[src/rtl/adder_sched_pkg.sv]
// Shared types and helpers for the adder round-robin scheduler.
// tag_t is sized for the largest supported requester count; users cast
// results down to their own tag width.
package adder_sched_pkg;

   localparam int MAX_REQ   = 32;
   localparam int MAX_TAG_W = 5;

   typedef logic [MAX_TAG_W-1:0] tag_t;

   // Width of a requester tag; a single bit still needed for two requesters.
   function automatic int tag_w(input int n);
      return (n <= 2) ? 1 : $clog2(n);
   endfunction

   // First valid index at or after ptr, wrapping modulo n. Returns ptr if none.
   function automatic tag_t rr_pick(input logic [MAX_REQ-1:0] vld,
                                    input tag_t ptr,
                                    input int unsigned n);
      tag_t        g;
      logic        found;
      int unsigned idx;
      g     = ptr;
      found = 1'b0;
      for (int unsigned i = 0; i < MAX_REQ; i++) begin
         idx = (32'(ptr) + i) % n;
         if (i < n && !found && vld[idx[MAX_TAG_W-1:0]]) begin
            g     = idx[MAX_TAG_W-1:0];
            found = 1'b1;
         end
      end
      return g;
   endfunction

   // Successor of g modulo n.
   function automatic tag_t rr_next(input tag_t g, input int unsigned n);
      return (32'(g) + 32'd1 >= n) ? '0 : g + tag_t'(1);
   endfunction

endpackage

[src/rtl/adder_sched_tag_fifo.sv]
// In-order tag FIFO for the adder scheduler. Holds the requester tag of each
// issued-but-unreturned operation. Push while full is legal only together
// with a pop in the same cycle (the slot being freed is the one written).
module adder_sched_tag_fifo #(
   parameter int DEPTH = 4,
   parameter int W     = 2
) (
   input  logic         clk,
   input  logic         rst_n,
   input  logic         push,
   input  logic [W-1:0] din,
   input  logic         pop,
   output logic [W-1:0] dout,
   output logic         full,
   output logic         empty
);

   localparam int PW = (DEPTH > 1) ? $clog2(DEPTH) : 1;
   localparam int CW = $clog2(DEPTH + 1);

   logic [W-1:0]  mem_q [DEPTH];
   logic [W-1:0]  mem_d [DEPTH];
   logic [PW-1:0] wr_q, wr_d, rd_q, rd_d;
   logic [CW-1:0] cnt_q, cnt_d;

   assign dout  = mem_q[rd_q];
   assign full  = (cnt_q == CW'(DEPTH));
   assign empty = (cnt_q == '0);

   // Next-state: write at tail, advance pointers with wrap, track occupancy.
   always_comb begin
      mem_d = mem_q;
      wr_d  = wr_q;
      rd_d  = rd_q;
      cnt_d = cnt_q;
      if (push) begin
         mem_d[wr_q] = din;
         wr_d        = (wr_q == PW'(DEPTH - 1)) ? '0 : wr_q + PW'(1);
      end
      if (pop) begin
         rd_d = (rd_q == PW'(DEPTH - 1)) ? '0 : rd_q + PW'(1);
      end
      case ({push, pop})
         2'b10:   cnt_d = cnt_q + CW'(1);
         2'b01:   cnt_d = cnt_q - CW'(1);
         default: cnt_d = cnt_q;
      endcase
   end

   // State registers.
   always_ff @(posedge clk or negedge rst_n) begin
      if (!rst_n) begin
         for (int i = 0; i < DEPTH; i++) mem_q[i] <= '0;
         wr_q  <= '0;
         rd_q  <= '0;
         cnt_q <= '0;
      end else begin
         mem_q <= mem_d;
         wr_q  <= wr_d;
         rd_q  <= rd_d;
         cnt_q <= cnt_d;
      end
   end

endmodule

[src/rtl/adder_rr_scheduler.sv]
// Round-robin scheduler sharing one flow-controlled adder among n_req
// requesters. Operands are registered toward the adder; returned sums are
// steered to their requester using an in-order tag FIFO.
// Optional: define ADDER_RR_SCHEDULER_PERF_EN to add perf_issued/perf_stall.
module adder_rr_scheduler
   import adder_sched_pkg::*;
#(
   parameter int width     = 8,
   parameter int n_req     = 4,
   parameter int max_outst = 4
) (
   input  logic                     clk,
   input  logic                     rst_n,
   input  logic [n_req-1:0]         req_vld,
   output logic [n_req-1:0]         req_rdy,
   input  logic [n_req*width-1:0]   req_a,
   input  logic [n_req*width-1:0]   req_b,
   output logic                     add_a_vld,
   input  logic                     add_a_rdy,
   output logic [width-1:0]         add_a_data,
   output logic                     add_b_vld,
   input  logic                     add_b_rdy,
   output logic [width-1:0]         add_b_data,
   input  logic                     add_s_vld,
   output logic                     add_s_rdy,
   input  logic [width:0]           add_s_data,
   output logic [n_req-1:0]         rsp_vld,
   input  logic [n_req-1:0]         rsp_rdy,
   output logic [width:0]           rsp_data
`ifdef ADDER_RR_SCHEDULER_PERF_EN
   ,
   output logic [31:0]              perf_issued,
   output logic [31:0]              perf_stall
`endif
);

   localparam int TW = tag_w(n_req);

   logic [width-1:0]   op_a_q, op_a_d, op_b_q, op_b_d;
   logic               a_pend_q, a_pend_d, b_pend_q, b_pend_d;
   logic [TW-1:0]      rr_ptr_q, rr_ptr_d;
   logic [MAX_REQ-1:0] vld_pad;
   logic [TW-1:0]      grant, head;
   logic               stage_free, load, pop, full, empty;

   assign add_a_vld  = a_pend_q;
   assign add_b_vld  = b_pend_q;
   assign add_a_data = op_a_q;
   assign add_b_data = op_b_q;
   assign rsp_data   = add_s_data;

   // Arbitration, issue and return steering.
   // load is qualified by rst_n so no requester is acknowledged while reset is held.
   always_comb begin
      vld_pad              = '0;
      vld_pad[n_req-1:0]   = req_vld;
      grant      = TW'(rr_pick(vld_pad, tag_t'(rr_ptr_q), n_req));
      stage_free = (~a_pend_q | add_a_rdy) & (~b_pend_q | add_b_rdy);
      add_s_rdy  = ~empty & rsp_rdy[head];
      pop        = add_s_vld & add_s_rdy;
      load       = rst_n & stage_free & (|req_vld) & (~full | pop);
      req_rdy    = '0;
      if (load) req_rdy[grant] = 1'b1;
      rsp_vld    = '0;
      if (add_s_vld && !empty) rsp_vld[head] = 1'b1;
   end

   // Operand stage and pointer next-state; each channel drains independently.
   always_comb begin
      a_pend_d = a_pend_q & ~add_a_rdy;
      b_pend_d = b_pend_q & ~add_b_rdy;
      op_a_d   = op_a_q;
      op_b_d   = op_b_q;
      rr_ptr_d = rr_ptr_q;
      if (load) begin
         a_pend_d = 1'b1;
         b_pend_d = 1'b1;
         op_a_d   = req_a[grant*width +: width];
         op_b_d   = req_b[grant*width +: width];
         rr_ptr_d = TW'(rr_next(tag_t'(grant), n_req));
      end
   end

   // Operand stage registers.
   always_ff @(posedge clk or negedge rst_n) begin
      if (!rst_n) begin
         op_a_q   <= '0;
         op_b_q   <= '0;
         a_pend_q <= 1'b0;
         b_pend_q <= 1'b0;
         rr_ptr_q <= '0;
      end else begin
         op_a_q   <= op_a_d;
         op_b_q   <= op_b_d;
         a_pend_q <= a_pend_d;
         b_pend_q <= b_pend_d;
         rr_ptr_q <= rr_ptr_d;
      end
   end

   adder_sched_tag_fifo #(
      .DEPTH (max_outst),
      .W     (TW)
   ) u_tag_fifo (
      .clk   (clk),
      .rst_n (rst_n),
      .push  (load),
      .din   (grant),
      .pop   (pop),
      .dout  (head),
      .full  (full),
      .empty (empty)
   );

`ifdef ADDER_RR_SCHEDULER_PERF_EN
   logic [31:0] perf_issued_q, perf_issued_d, perf_stall_q, perf_stall_d;

   assign perf_issued = perf_issued_q;
   assign perf_stall  = perf_stall_q;

   // Free-running counters of issued operations and blocked request cycles.
   always_comb begin
      perf_issued_d = perf_issued_q + {31'd0, load};
      perf_stall_d  = perf_stall_q + {31'd0, (|req_vld) & ~load};
   end

   // Counter registers.
   always_ff @(posedge clk or negedge rst_n) begin
      if (!rst_n) begin
         perf_issued_q <= '0;
         perf_stall_q  <= '0;
      end else begin
         perf_issued_q <= perf_issued_d;
         perf_stall_q  <= perf_stall_d;
      end
   end
`endif

endmodule

[config.mk]
export PLATFORM = sky130hd
export DESIGN_NAME = adder_rr_scheduler
export DESIGN_NICKNAME = d
export VERILOG_FILES = /design/src/rtl/adder_sched_pkg.sv /design/src/rtl/adder_sched_tag_fifo.sv /design/src/rtl/adder_rr_scheduler.sv
export SDC_FILE = /design/constraint.sdc
export NUM_CORES = 1
export LEC_CHECK = 0
export ABC_AREA = 1
export BUFFER_PORTS_ARGS = -buffer_cell sky130_fd_sc_hd__buf_2
export CORE_ASPECT_RATIO = 1.2
export CORE_MARGIN = 5
export CORE_UTILIZATION = 50
export CTS_CLUSTER_DIAMETER = 120
export DETAILED_ROUTE_END_ITERATION = 8
export PLACE_DENSITY = 0.91
export SLEW_MARGIN = 0
export SYNTH_ARGS = -nofsm -noshare
export SYNTH_HDL_FRONTEND = slang
export SYNTH_HIERARCHICAL = 1
export SYNTH_SLANG_ARGS = --single-unit
[constraint.sdc]
create_clock -name clk -period 3.9 [get_ports clk]
set_clock_uncertainty 0.05 [all_clocks]
set_input_delay 0.78 -clock clk [delete_from_list [all_inputs] [get_ports clk]]
set_output_delay 0.78 -clock clk [all_outputs]
set_load 0.02 [all_outputs]
==> run metrics, run 1 <==
outcome finished clean; share of the synthesized area in the top cell type 27.7%; Hold Path Depth 2; crit path cell chain inv_2 -> nand2_1 -> nand3_2 -> nand2_8 -> nand2_8 -> inv_6 -> nand3_2 -> nand2_1 -> nand2_2 -> nand2_4 -> ha_1 -> inv_1 -> nor2_1 -> buf_2; nets 628; Port Buffers between 100 and 150; Hold Crit Class flip-flop to flip-flop; CTS tree yes; Fin. Hold Viols 0; Final HPWL DP around 6000 µm; Post-DRT Antenna Nets 0; Fin Setup TNS 0 ns; Area contributors post-synth dfrtp_1 28%, nand2_1 22%, nand3_1 10%; routed len/inst ~13 µm; gpl congestion around 0.87; standard-cell rows 31; GRT Overall Usage roughly a fifth; DIE AREA approximately 8000 µm²; Most used DFF post-synth dfrtp_1; postcts setup bufs 0; multi-input logic area between 1500 and 2000 µm²; Num CTS Buffers 5; Synth Area in Simple Gates around 50%; asr flop ratio synth 100%; instance count of the mapped netlist between 400 and 500; largest family of logic cells by synthesized area simple AND/OR/NAND/NOR gates; CP max FO 19; P_leak 2.16 nW; Setup crit start kind flip-flop; Max Buffers Root-to-Sink 2; Fmax roughly 0.28 GHz; PD cells 970 nW/µm²; Worst VDD drop 0.411 mV; R2R cell count 16; first-pass GRT wire length around 14000 µm; DR pass1 iterations 4; die extent in x 82.6 µm; Post-Syn Area roughly 3200 µm²; Avg Cell Area, Syn 6.97 µm²; Final Critical Period 3.59 ns; post-synth top area cell dfrtp_1; Slowest-stage cell, CP dfrtp_1; Final Setup Violations 0; vias post-DR between 3000 and 4000; final period utilization between 90% and 100%; Rel. slew slack 56.2%; max cap viols 0; # diodes 0; core area between 6000 and 7000 µm²; CP max stage delay ~0.63 ns; Total Wirelength 7980 µm; root buffer cell clkbuf_8; vias in the first global route approximately 3100; initial DRC count 177; Seq. cell area about 880 µm²; Crit. End Element output port; hold buffer count at cts 0; Synthesis Warnings 6; CTS HTree Levels 2; RSZ-0062 raised after global routing false; Synth Area in Adders 3.40%; TritonCTS Sinks 35; Clock transition at path regs 0.07 ns; Initial Utilization 52.0%; initial antenna violation count 0; Syn-to-layout area delta 15.0%; register area share after synthesis between 20% and 30%; cts repair resizes 0; critical path type flip-flop to output port; layout cells sized above 1 32.3%; fillers around 550; synthesis-stage register bit count 35; largest net degree at the start of global routing 36; die height approximately 97 µm; # IOs around 120; grt ovf 0; compound-gate portion of the synthesized area just under 5%; Post-synth EDFFs 0; # DRC 0; library cells used by synthesis 33; mux contribution to synthesized area 0%; Critical Path AT 2.76 ns; Slew Limit Fails 0; worst skew pair latency ~0.29 ns; Vias/cell ~5; xor/xnor share of the synthesized area less than 1%; Tot Pwr ~3.5 mW; Mapped Nets ~550; Slew @ Worst Pin 0.656 ns; Crit path required time approximately 3.1 ns
## cells in the mapped netlist (2+ instances only)
cell,count
nand2_2,17
buf_4,18
nand2_1,189
buf_2,2
o211ai_1,4
inv_6,2
nand3_1,64
buf_8,2
dfrtp_1,35
o21ai_1,6
nand2_8,4
inv_1,29
buf_6,9
nor3_1,4
nand2_4,10
inv_2,3
o21ai_2,4
nand3_2,14
ha_1,7
nor2_1,13
o21ai_0,6
## routing by layer
layer,global-route usage (%),routed length [µm]
met1,26.3,3250
met2,35.6,3950
met3,3.15,646
met4,6.29,134
met5,0,0
## registers in the layout, summed over array words and instances (netlist names)
| register | count |
|---|---|
| add_a_data | 8 |
| add_b_vld | 1 |
| add_a_vld | 1 |
| u_tag_fifo/mem_q | 8 |
| u_tag_fifo/cnt_q | 3 |
| rr_ptr_q | 2 |
| add_b_data | 8 |
| u_tag_fifo/rd_q | 2 |
| u_tag_fifo/wr_q | 2 |
## worst max-delay path: cells and delay by family, from the launching register on
kind / cells / cell delay [ns]
DFF: 1 / 0.63
and+or+nand+nor: 9 / 1.09
buffers and inverters: 4 / 0.55
adders and majority gates: 1 / 0.20
## worst paths after layout
kind	startpoint	end	slack [ns]
worst max-delay path	rr_ptr_q[0]	req_rdy[1]	0.31
worst min-delay path	add_b_data[7]	add_b_data[7]	0.43
worst max register to register	u_tag_fifo/rd_q[0]	u_tag_fifo/cnt_q[1]	0.96
worst min register to register	add_b_data[7]	add_b_data[7]	0.43
max in group asynchronous	rst_n	add_b_data[0]	2.97
min in group asynchronous	rst_n	add_a_data[2]	0.52
## final cells by class
cell class / count / area share [%]
Clock buffer: 6 / 2.27
Timing Repair Buffer: 105 / 14.6
Tap cell: 82 / 2.82
Sequential cell: 35 / 24.1
Inverter: 35 / 3.95
Multi-Input combinational cell: 352 / 51.3
Clock inverter: 2 / 0.963
## layout by cell type (no fill, tap or decap)
cell       Yosys  layout
o21ai_1        6       6
xnor2_1        1       1
a41oi_1        1       1
ha_1           7       7
inv_4          1       1
dfrtp_1       35      35
nand2_8        4       4
nor2_8         1       1
nand2_4       10      10
clkinv_2       0       1
inv_6          2       2
buf_2          2     103
buf_4         18       2
inv_1         29      29
fa_1           1       1
a22o_1         1       1
o211ai_1       4       4
nand3_1       64      64
nand3_4        1       1
clkbuf_8       0       6
a21oi_2        1       2
bufinv_16      0       1
o21ai_2        4       4
o21ai_0        6       6
nand2_2       17      17
inv_2          3       3
nand2_1      189     189
nor2_1        13      13
nand3_2       14      14
nor3_2         1       1
nand4_1        1       1
nor3_1         4       4
## logic make-up (layout without fill, tap and decap cells)
group / after synthesis / after routing
compound gates: 24 / 24
xor+xnor: 1 / 1
fa+ha+maj: 8 / 8
buf+inv: 67 / 148
flops: 35 / 35
simple gates: 319 / 319
## stage by stage
stage	instances	util, %	setup WS (ns)	area, µm²	hold slack [ns]
5_1_grt	617	59.7	0.0955	3640	0.441
4_1_cts	617	59.7	0.329	3640	0.429
6_report	617	59.7	0.306	3640	0.428
3_5_place_dp	609	57.8	0.657	3520	0.410
3_3_place_gp	609	57.8	0.691	3520	0.413
2_1_floorplan	454	-	0.795	3160	0.405
## where the power goes
group / internal [mW] / switching [mW]
logic: 0.803 / 1.70
registers: 0.533 / 0.156
clock network: 0.207 / 0.130
total: 1.54 / 1.99
No activity file was read; power rests on OpenSTA's default activity.
==> run 2, diff against run 1 <==
--- a/config.mk
+++ b/config.mk
@@ -5,14 +5,14 @@
 export SDC_FILE = /design/constraint.sdc
 export NUM_CORES = 1
 export LEC_CHECK = 0
-export ABC_AREA = 1
-export BUFFER_PORTS_ARGS = -buffer_cell sky130_fd_sc_hd__buf_2
+export ABC_AREA = 0
 export CORE_ASPECT_RATIO = 1.2
 export CORE_MARGIN = 5
-export CORE_UTILIZATION = 50
+export CORE_UTILIZATION = 56
 export CTS_CLUSTER_DIAMETER = 120
 export DETAILED_ROUTE_END_ITERATION = 8
-export PLACE_DENSITY = 0.91
+export DONT_BUFFER_PORTS = 1
+export PLACE_DENSITY = 0.8
 export SLEW_MARGIN = 0
 export SYNTH_ARGS = -nofsm -noshare
 export SYNTH_HDL_FRONTEND = slang
==> run metrics, run 2 <==
GRT Overall Usage 21.5% (was 20.8%); vias in the first global route 1937 (was 3112); Synth Area in Simple Gates 22.8% (was 50.3%); M1 WL 2200 µm (was 3250 µm); share of the synthesized area in the top cell type 38.4% (was 27.7%); first-pass GRT wire length 8930 µm (was 13500 µm); post-route cell area 2320 µm² (was 3640 µm²); critical path type flip-flop to output port (unchanged); PD cells 867 nW/µm² (was 970 nW/µm²); Rel. slew slack 15.6% (was 56.2%); Num CTS Buffers 5 (unchanged); die height 79.9 µm (was 97.1 µm); RSZ-0062 raised after global routing false (unchanged); largest family of logic cells by synthesized area simple AND/OR/NAND/NOR gates (unchanged); grt ovf 0 (unchanged); Fin. Hold Viols 0 (unchanged); post-synth top area cell dfrtp_1 (unchanged); Port Buffers 0 (was 103); routed len/inst 20.2 µm (was 12.9 µm); P_leak 0.950 nW (was 2.16 nW); gpl congestion 0.752 (was 0.866); postcts setup bufs 0 (unchanged); hold buffer count at cts 0 (unchanged); Slew @ Worst Pin 1.26 ns (was 0.656 ns); register area share after synthesis 38.4% (was 27.7%); DR WL met2 3000 µm (was 3950 µm); outcome finished clean (unchanged); Critical Path AT 2.76 ns (about the same); Syn-to-layout area delta 1.87% (was 15.0%); Post-synth EDFFs 0 (unchanged); synthesis-stage register bit count 35 (unchanged); Synthesis Warnings 6 (unchanged); most frequent cells in the layout 35 x dfrtp_1, 32 x nand4_1, 26 x nor2_1 (was 189 x nand2_1, 103 x buf_2, 64 x nand3_1); Final HPWL DP 4040 µm (was 6110 µm); root buffer cell clkbuf_8 (unchanged); compound-gate portion of the synthesized area 15.5% (was 4.94%); r2r setup slk 0.64 ns (was 0.96 ns); Setup crit start kind flip-flop (unchanged); Hold Crit Class input port to asynchronous set/reset pin (was flip-flop to flip-flop); Most used DFF post-synth dfrtp_1 (unchanged); Synth Area in Adders 4.72% (was 3.40%); most common cell after layout, fill and taps aside dfrtp_1 (was nand2_1); Worst VDD drop 0.384 mV (was 0.411 mV); worst reg2reg endpoint u_tag_fifo/cnt_q[2] (was u_tag_fifo/cnt_q[1]); synth cell count leaders 35 x dfrtp_1, 32 x nand4_1, 26 x nor2_1 (was 189 x nand2_1, 64 x nand3_1, 35 x dfrtp_1); Post-DP Area 2230 µm² (was 3520 µm²); most common cell in the netlist dfrtp_1 (was nand2_1); Fmax 0.279 GHz (was 0.278 GHz); Crit. End Element output port (unchanged); top routing layer used met4 (unchanged); Slew Limit Fails 0 (unchanged); xor/xnor share of the synthesized area 1.15% (was 0.277%); nets 321 (was 628); Mapped Nets 335 (was 548); Final Setup Violations 0 (unchanged); # DRC 0 (unchanged); DR pass1 iterations 4 (unchanged); Crit path required time 3.07 ns (about the same); Total Wirelength 5710 µm (was 7980 µm); initial antenna violation count 0 (unchanged); Final Critical Period 3.59 ns (about the same); Area contributors post-synth dfrtp_1 38%, nand4_1 8.8%, mux2_2 5.4% (was dfrtp_1 28%, nand2_1 22%, nand3_1 10%); Post-Syn Area 2280 µm² (was 3160 µm²); crit path cell chain mux4_2 -> nor3b_1 -> a2bb2oi_1 -> a221o_1 -> inv_1 -> buf_4 -> and2_1 (was inv_2 -> nand2_1 -> nand3_2 -> nand2_8 -> nand2_8 -> inv_6 -> nand3_2 -> nand2_1 -> nand2_2 -> nand2_4 -> ha_1 -> inv_1 -> nor2_1 -> buf_2); core area 3940 µm² (was 6090 µm²); instance count of the mapped netlist 241 (was 454); Post-DRT Antenna Nets 0 (unchanged); routed wl met3 435 µm (was 646 µm); DIE AREA 5450 µm² (was 8030 µm²); library cells used by synthesis 40 (was 33); final period utilization 92.0% (was 92.2%); Max Buffers Root-to-Sink 2 (unchanged); Initial Utilization 57.9% (was 52.0%); worst skew pair latency 0.29 ns (about the same); TritonCTS Sinks 35 (unchanged); Fin Setup TNS 0 ns (unchanged); die extent in x 68.3 µm (was 82.6 µm); # IOs 122 (unchanged); initial DRC count 124 (was 177); crit-path leading delay family simple AND/OR/NAND/NOR gates (unchanged); max cap viols 0 (unchanged); # diodes 0 (unchanged); mux contribution to synthesized area 8.28% (was 0%); asr flop ratio synth 100% (unchanged); largest net degree at the start of global routing 37 (was 36); Avg Cell Area, Syn 9.46 µm² (was 6.97 µm²); CP max FO 26 (was 19); WP buf/inv 2 (was 4); reg2reg start u_tag_fifo/rd_q[0] (unchanged); vias post-DR 1877 (was 3151); Slowest-stage cell, CP mux4_2 (was dfrtp_1); CP max stage delay 0.58 ns (was 0.63 ns); layout cells sized above 1 14.5% (was 32.3%); cts repair resizes 0 (unchanged); standard-cell rows 25 (was 31); Vias/cell 6.66 (was 5.11); CTS tree yes (unchanged); Clock transition at path regs 0.08 ns (was 0.07 ns); CTS HTree Levels 2 (unchanged); R2R cell count 13 (was 16)
run 2: cell types whose count changed after synthesis, sizes merged, moves of 5 or more:
cell	previous run	this run
inv	35	12
nor2	14	26
nor2b	0	5
o21ai	16	8
buf	31	20
a31oi	0	16
a221oi	0	16
mux2	0	11
nand3	79	4
nand2	220	11
and2	0	5
nand4	1	32
run 2: logic make-up (layout without fill, tap and decap cells):
| family | after synthesis | count (layout) |
|---|---|---|
| AO/OA/AOI/OAI | 47 | 47 |
| multiplexers | 15 | 15 |
| flip-flops | 35 | 35 |
| buffers and inverters | 37 | 24 |
| AND/OR/NAND/NOR | 96 | 96 |
| XOR/XNOR | 3 | 3 |
| adder cells (fa/ha/maj) | 8 | 8 |
run 2: area by class of cell:
type                            instances  area [µm²]
Timing Repair Buffer                    4        30.0
Fill cell                             350        1620
Tap cell                               54        67.6
Multi-Input combinational cell        169        1220
Sequential cell                        35         876
Clock inverter                          3        20.0
Clock buffer                            5        68.8
Inverter                               12        45.0
run 2: worst max path at each step:
stage	start	endpoint	depth (start not counted)
3_5_place_dp	req_vld[2]	req_rdy[0]	4
2_1_floorplan	u_tag_fifo/rd_q[0]	req_rdy[0]	8
6_report	u_tag_fifo/rd_q[0]	req_rdy[3]	7
3_3_place_gp	req_vld[2]	req_rdy[0]	4
5_1_grt	u_tag_fifo/rd_q[0]	req_rdy[1]	7
4_1_cts	u_tag_fifo/rd_q[0]	req_rdy[1]	7
run 2: worst register-to-register path, delay by kind of cell, from the launching register on:
kind | cells | cell delay (ns)
mux | 2 | 0.90
fa+ha+maj | 2 | 0.54
flops | 1 | 0.44
compound gates | 2 | 0.42
buf+inv | 4 | 0.41
xor+xnor | 2 | 0.30
simple gates | 1 | 0.11
run 2: per-stage QoR:
| stage | hold slack, ns | setup WS (ns) | utilization (%) | instances | total power, mW |
|---|---|---|---|---|---|
| after floorplan | 0.407 | 0.716 | - | 241 | 1.58 |
| after global placement | 0.435 | 0.560 | 56.7 | 274 | 1.72 |
| after detailed placement | 0.435 | 0.540 | 56.7 | 274 | 1.76 |
| after CTS | 0.119 | 0.272 | 59.0 | 282 | 2.03 |
| after global routing | 0.106 | 0.123 | 59.0 | 282 | 2.17 |
| final | 0.130 | 0.311 | 59.0 | 282 | 2.01 |
run 2: where the power goes:
group	internal [mW]	switching (mW)
logic	0.384	0.562
clock network	0.124	0.136
registers	0.546	0.262
total	1.05	0.960
run 2: per-layer routing:
metal	vias up	track usage, %
li1	869	-
met1	916	25.5
met2	82	36.5
met3	10	6.20
met4	0	6.96
met5	-	0
==> run 3, diff against run 2 <==
--- a/config.mk
+++ b/config.mk
@@ -12,6 +12,7 @@
 export CTS_CLUSTER_DIAMETER = 120
 export DETAILED_ROUTE_END_ITERATION = 8
 export DONT_BUFFER_PORTS = 1
+export GPL_TIMING_DRIVEN = 0
 export PLACE_DENSITY = 0.8
 export SLEW_MARGIN = 0
 export SYNTH_ARGS = -nofsm -noshare
==> run metrics, run 3 (synthesis gave the netlist of run 2 again) <==
Slew @ Worst Pin 0.748 ns (was 1.26 ns); PD cells 851 nW/µm² (was 867 nW/µm²); Final Setup Violations 0 (unchanged); Crit. End Element output port (unchanged); Comb power frac 49.5% (was 47.0%); initial DRC count 175 (was 124); Max Buffers Root-to-Sink 2 (unchanged); Seq. cell area 876 µm² (unchanged); nets 342 (was 321); switching power 0.992 mW (was 0.960 mW); initial antenna violation count 0 (unchanged); Post-DRT Antenna Nets 0 (unchanged); Crit path required time 3.07 ns (about the same); top routing layer used met4 (unchanged); crit-path leading delay family simple AND/OR/NAND/NOR gates (unchanged); cell internal pwr 1.09 mW (was 1.05 mW); max cap viols 0 (unchanged); # DRC 0 (unchanged); Fin. Hold Viols 0 (unchanged); Clock transition at path regs 0.08 ns (about the same); Flop pwr share 38.2% (was 40.1%); Slew Limit Fails 0 (unchanged); Tot Pwr 2.08 mW (was 2.01 mW); Final HPWL DP 4640 µm (was 4040 µm); postcts setup bufs 0 (unchanged); largest net degree at the start of global routing 37 (unchanged); die height 79.9 µm (unchanged); Port Buffers 0 (unchanged); WP buf/inv 2 (unchanged); CP max FO 17 (was 26); # IOs 122 (unchanged); Worst VDD drop 0.347 mV (was 0.384 mV); fillers 358 (was 350); Fin Setup TNS 0 ns (unchanged); Final Critical Period 3.66 ns (was 3.59 ns); DIE AREA 5450 µm² (unchanged); Total Wirelength 6190 µm (was 5710 µm); TritonCTS Sinks 35 (unchanged); layout cells sized above 1 19.3% (was 14.5%); r2r setup slk 0.41 ns (was 0.64 ns); die extent in x 68.3 µm (unchanged); Fmax 0.273 GHz (was 0.279 GHz); most common cell after layout, fill and taps aside dfrtp_1 (unchanged); Clk pwr share 12.3% (was 12.9%); crit path cell chain mux4_2 -> nor3b_2 -> a2bb2oi_1 -> a221o_1 -> inv_1 -> buf_4 -> nand2_1 -> nor2_4 (was mux4_2 -> nor3b_1 -> a2bb2oi_1 -> a221o_1 -> inv_1 -> buf_4 -> and2_1); gpl congestion 0.757 (was 0.752); routed wl met3 579 µm (was 435 µm); Rel. slew slack 49.9% (was 15.6%); final period utilization 93.8% (was 92.0%); Critical Path AT 2.83 ns (was 2.76 ns); M1 WL 2350 µm (was 2200 µm); CTS tree yes (unchanged); worst reg2reg endpoint u_tag_fifo/cnt_q[2] (unchanged); root buffer cell clkbuf_8 (unchanged); critical path type flip-flop to output port (unchanged); CP max stage delay 0.59 ns (was 0.58 ns); DR pass1 iterations 4 (unchanged); standard-cell rows 25 (unchanged); DR WL met2 3200 µm (was 3000 µm); CTS HTree Levels 2 (unchanged); Hold Crit Class input port to asynchronous set/reset pin (unchanged); RSZ-0062 raised after global routing false (unchanged); first-pass GRT wire length 9400 µm (was 8930 µm); routed len/inst 20.4 µm (was 20.2 µm); switching part of the total 47.6% (was 47.7%); Slowest-stage cell, CP mux4_2 (unchanged); core area 3940 µm² (unchanged); Vias/cell 6.69 (was 6.66); R2R cell count 13 (unchanged); hold buffer count at cts 0 (unchanged); Setup crit start kind flip-flop (unchanged); worst skew pair latency 0.29 ns (about the same); Syn-to-layout area delta 7.41% (was 1.87%); multi-input logic area 1210 µm² (was 1220 µm²); most frequent cells in the layout 35 x dfrtp_1, 32 x nand4_1, 24 x nor2_1 (was 35 x dfrtp_1, 32 x nand4_1, 26 x nor2_1); grt ovf 0 (unchanged); reg2reg start u_tag_fifo/rd_q[0] (unchanged); # diodes 0 (unchanged); GRT Overall Usage 22.8% (was 21.5%); P_leak 1.03 nW (was 0.950 nW); outcome finished clean (unchanged); vias in the first global route 1983 (was 1937); Num CTS Buffers 5 (unchanged); vias post-DR 2028 (was 1877); Initial Utilization 57.9% (unchanged)
-- run 3: metrics by stage --
stage | cell area, µm² | hold slack [ns] | util, % | instances | worst slack (ns)
2_1_floorplan | 2280 | 0.407 | - | 241 | 0.716
6_report | 2450 | 0.124 | 62.2 | 303 | 0.241
5_1_grt | 2450 | 0.114 | 62.2 | 303 | 0.0717
4_1_cts | 2430 | 0.119 | 61.7 | 303 | 0.0194
3_5_place_dp | 2350 | 0.436 | 59.6 | 295 | 0.345
3_3_place_gp | 2350 | 0.434 | 59.6 | 295 | 0.388
-- run 3: per-layer routing --
| metal | vias to the layer above | track usage [%] |
|---|---|---|
| li1 | 912 | - |
| met1 | 987 | 28.1 |
| met2 | 118 | 37.1 |
| met3 | 11 | 6.76 |
| met4 | 0 | 8.35 |
| met5 | - | 0 |
-- run 3: worst reg2reg max path, delay by kind of cell, from the launching register on --
kind / cells / cell delay, ns
fa+ha+maj: 2 / 0.56
buf+inv: 4 / 0.44
flops: 1 / 0.45
xor+xnor: 2 / 0.33
mux: 2 / 0.91
compound gates: 2 / 0.56
simple gates: 1 / 0.11
-- run 3: worst max path at each step --
stage / cells past startpoint / slack, ns / from / endpoint
after floorplan: 8 / 0.72 / u_tag_fifo/rd_q[0] / req_rdy[0]
after global placement: 8 / 0.39 / u_tag_fifo/rd_q[0] / req_rdy[2]
after detailed placement: 8 / 0.34 / u_tag_fifo/rd_q[0] / req_rdy[0]
after CTS: 8 / 0.02 / u_tag_fifo/rd_q[0] / req_rdy[0]
after global routing: 8 / 0.07 / u_tag_fifo/rd_q[0] / req_rdy[0]
final: 8 / 0.24 / u_tag_fifo/rd_q[0] / req_rdy[0]
-- run 3: repair_timing --
item                                    in CTS  in global routing
endpoints found under the hold margin        0                  0
endpoints found under the setup margin       0                  2
gates resized for setup                      0                  5
-- run 3: final cells by class --
class | instances | area share [%]
flip-flops and latches | 35 | 35.8
plain buffers | 25 | 6.74
inverters | 12 | 1.84
clock inverters | 1 | 0.204
multi-input cells | 169 | 49.6
well taps | 54 | 2.76
clock buffers | 7 | 3.12
-- run 3: power groups by stage --
| stage | registers (mW) | logic (mW) | clock network [mW] |
|---|---|---|---|
| 5_1_grt | 0.821 | 1.15 | 0.273 |
| 2_1_floorplan | 0.760 | 0.824 | 0 |
| 4_1_cts | 0.796 | 1.01 | 0.261 |
| 3_3_place_gp | 0.795 | 0.969 | 0 |
| 6_report | 0.796 | 1.03 | 0.257 |
| 3_5_place_dp | 0.801 | 1.01 | 0 |
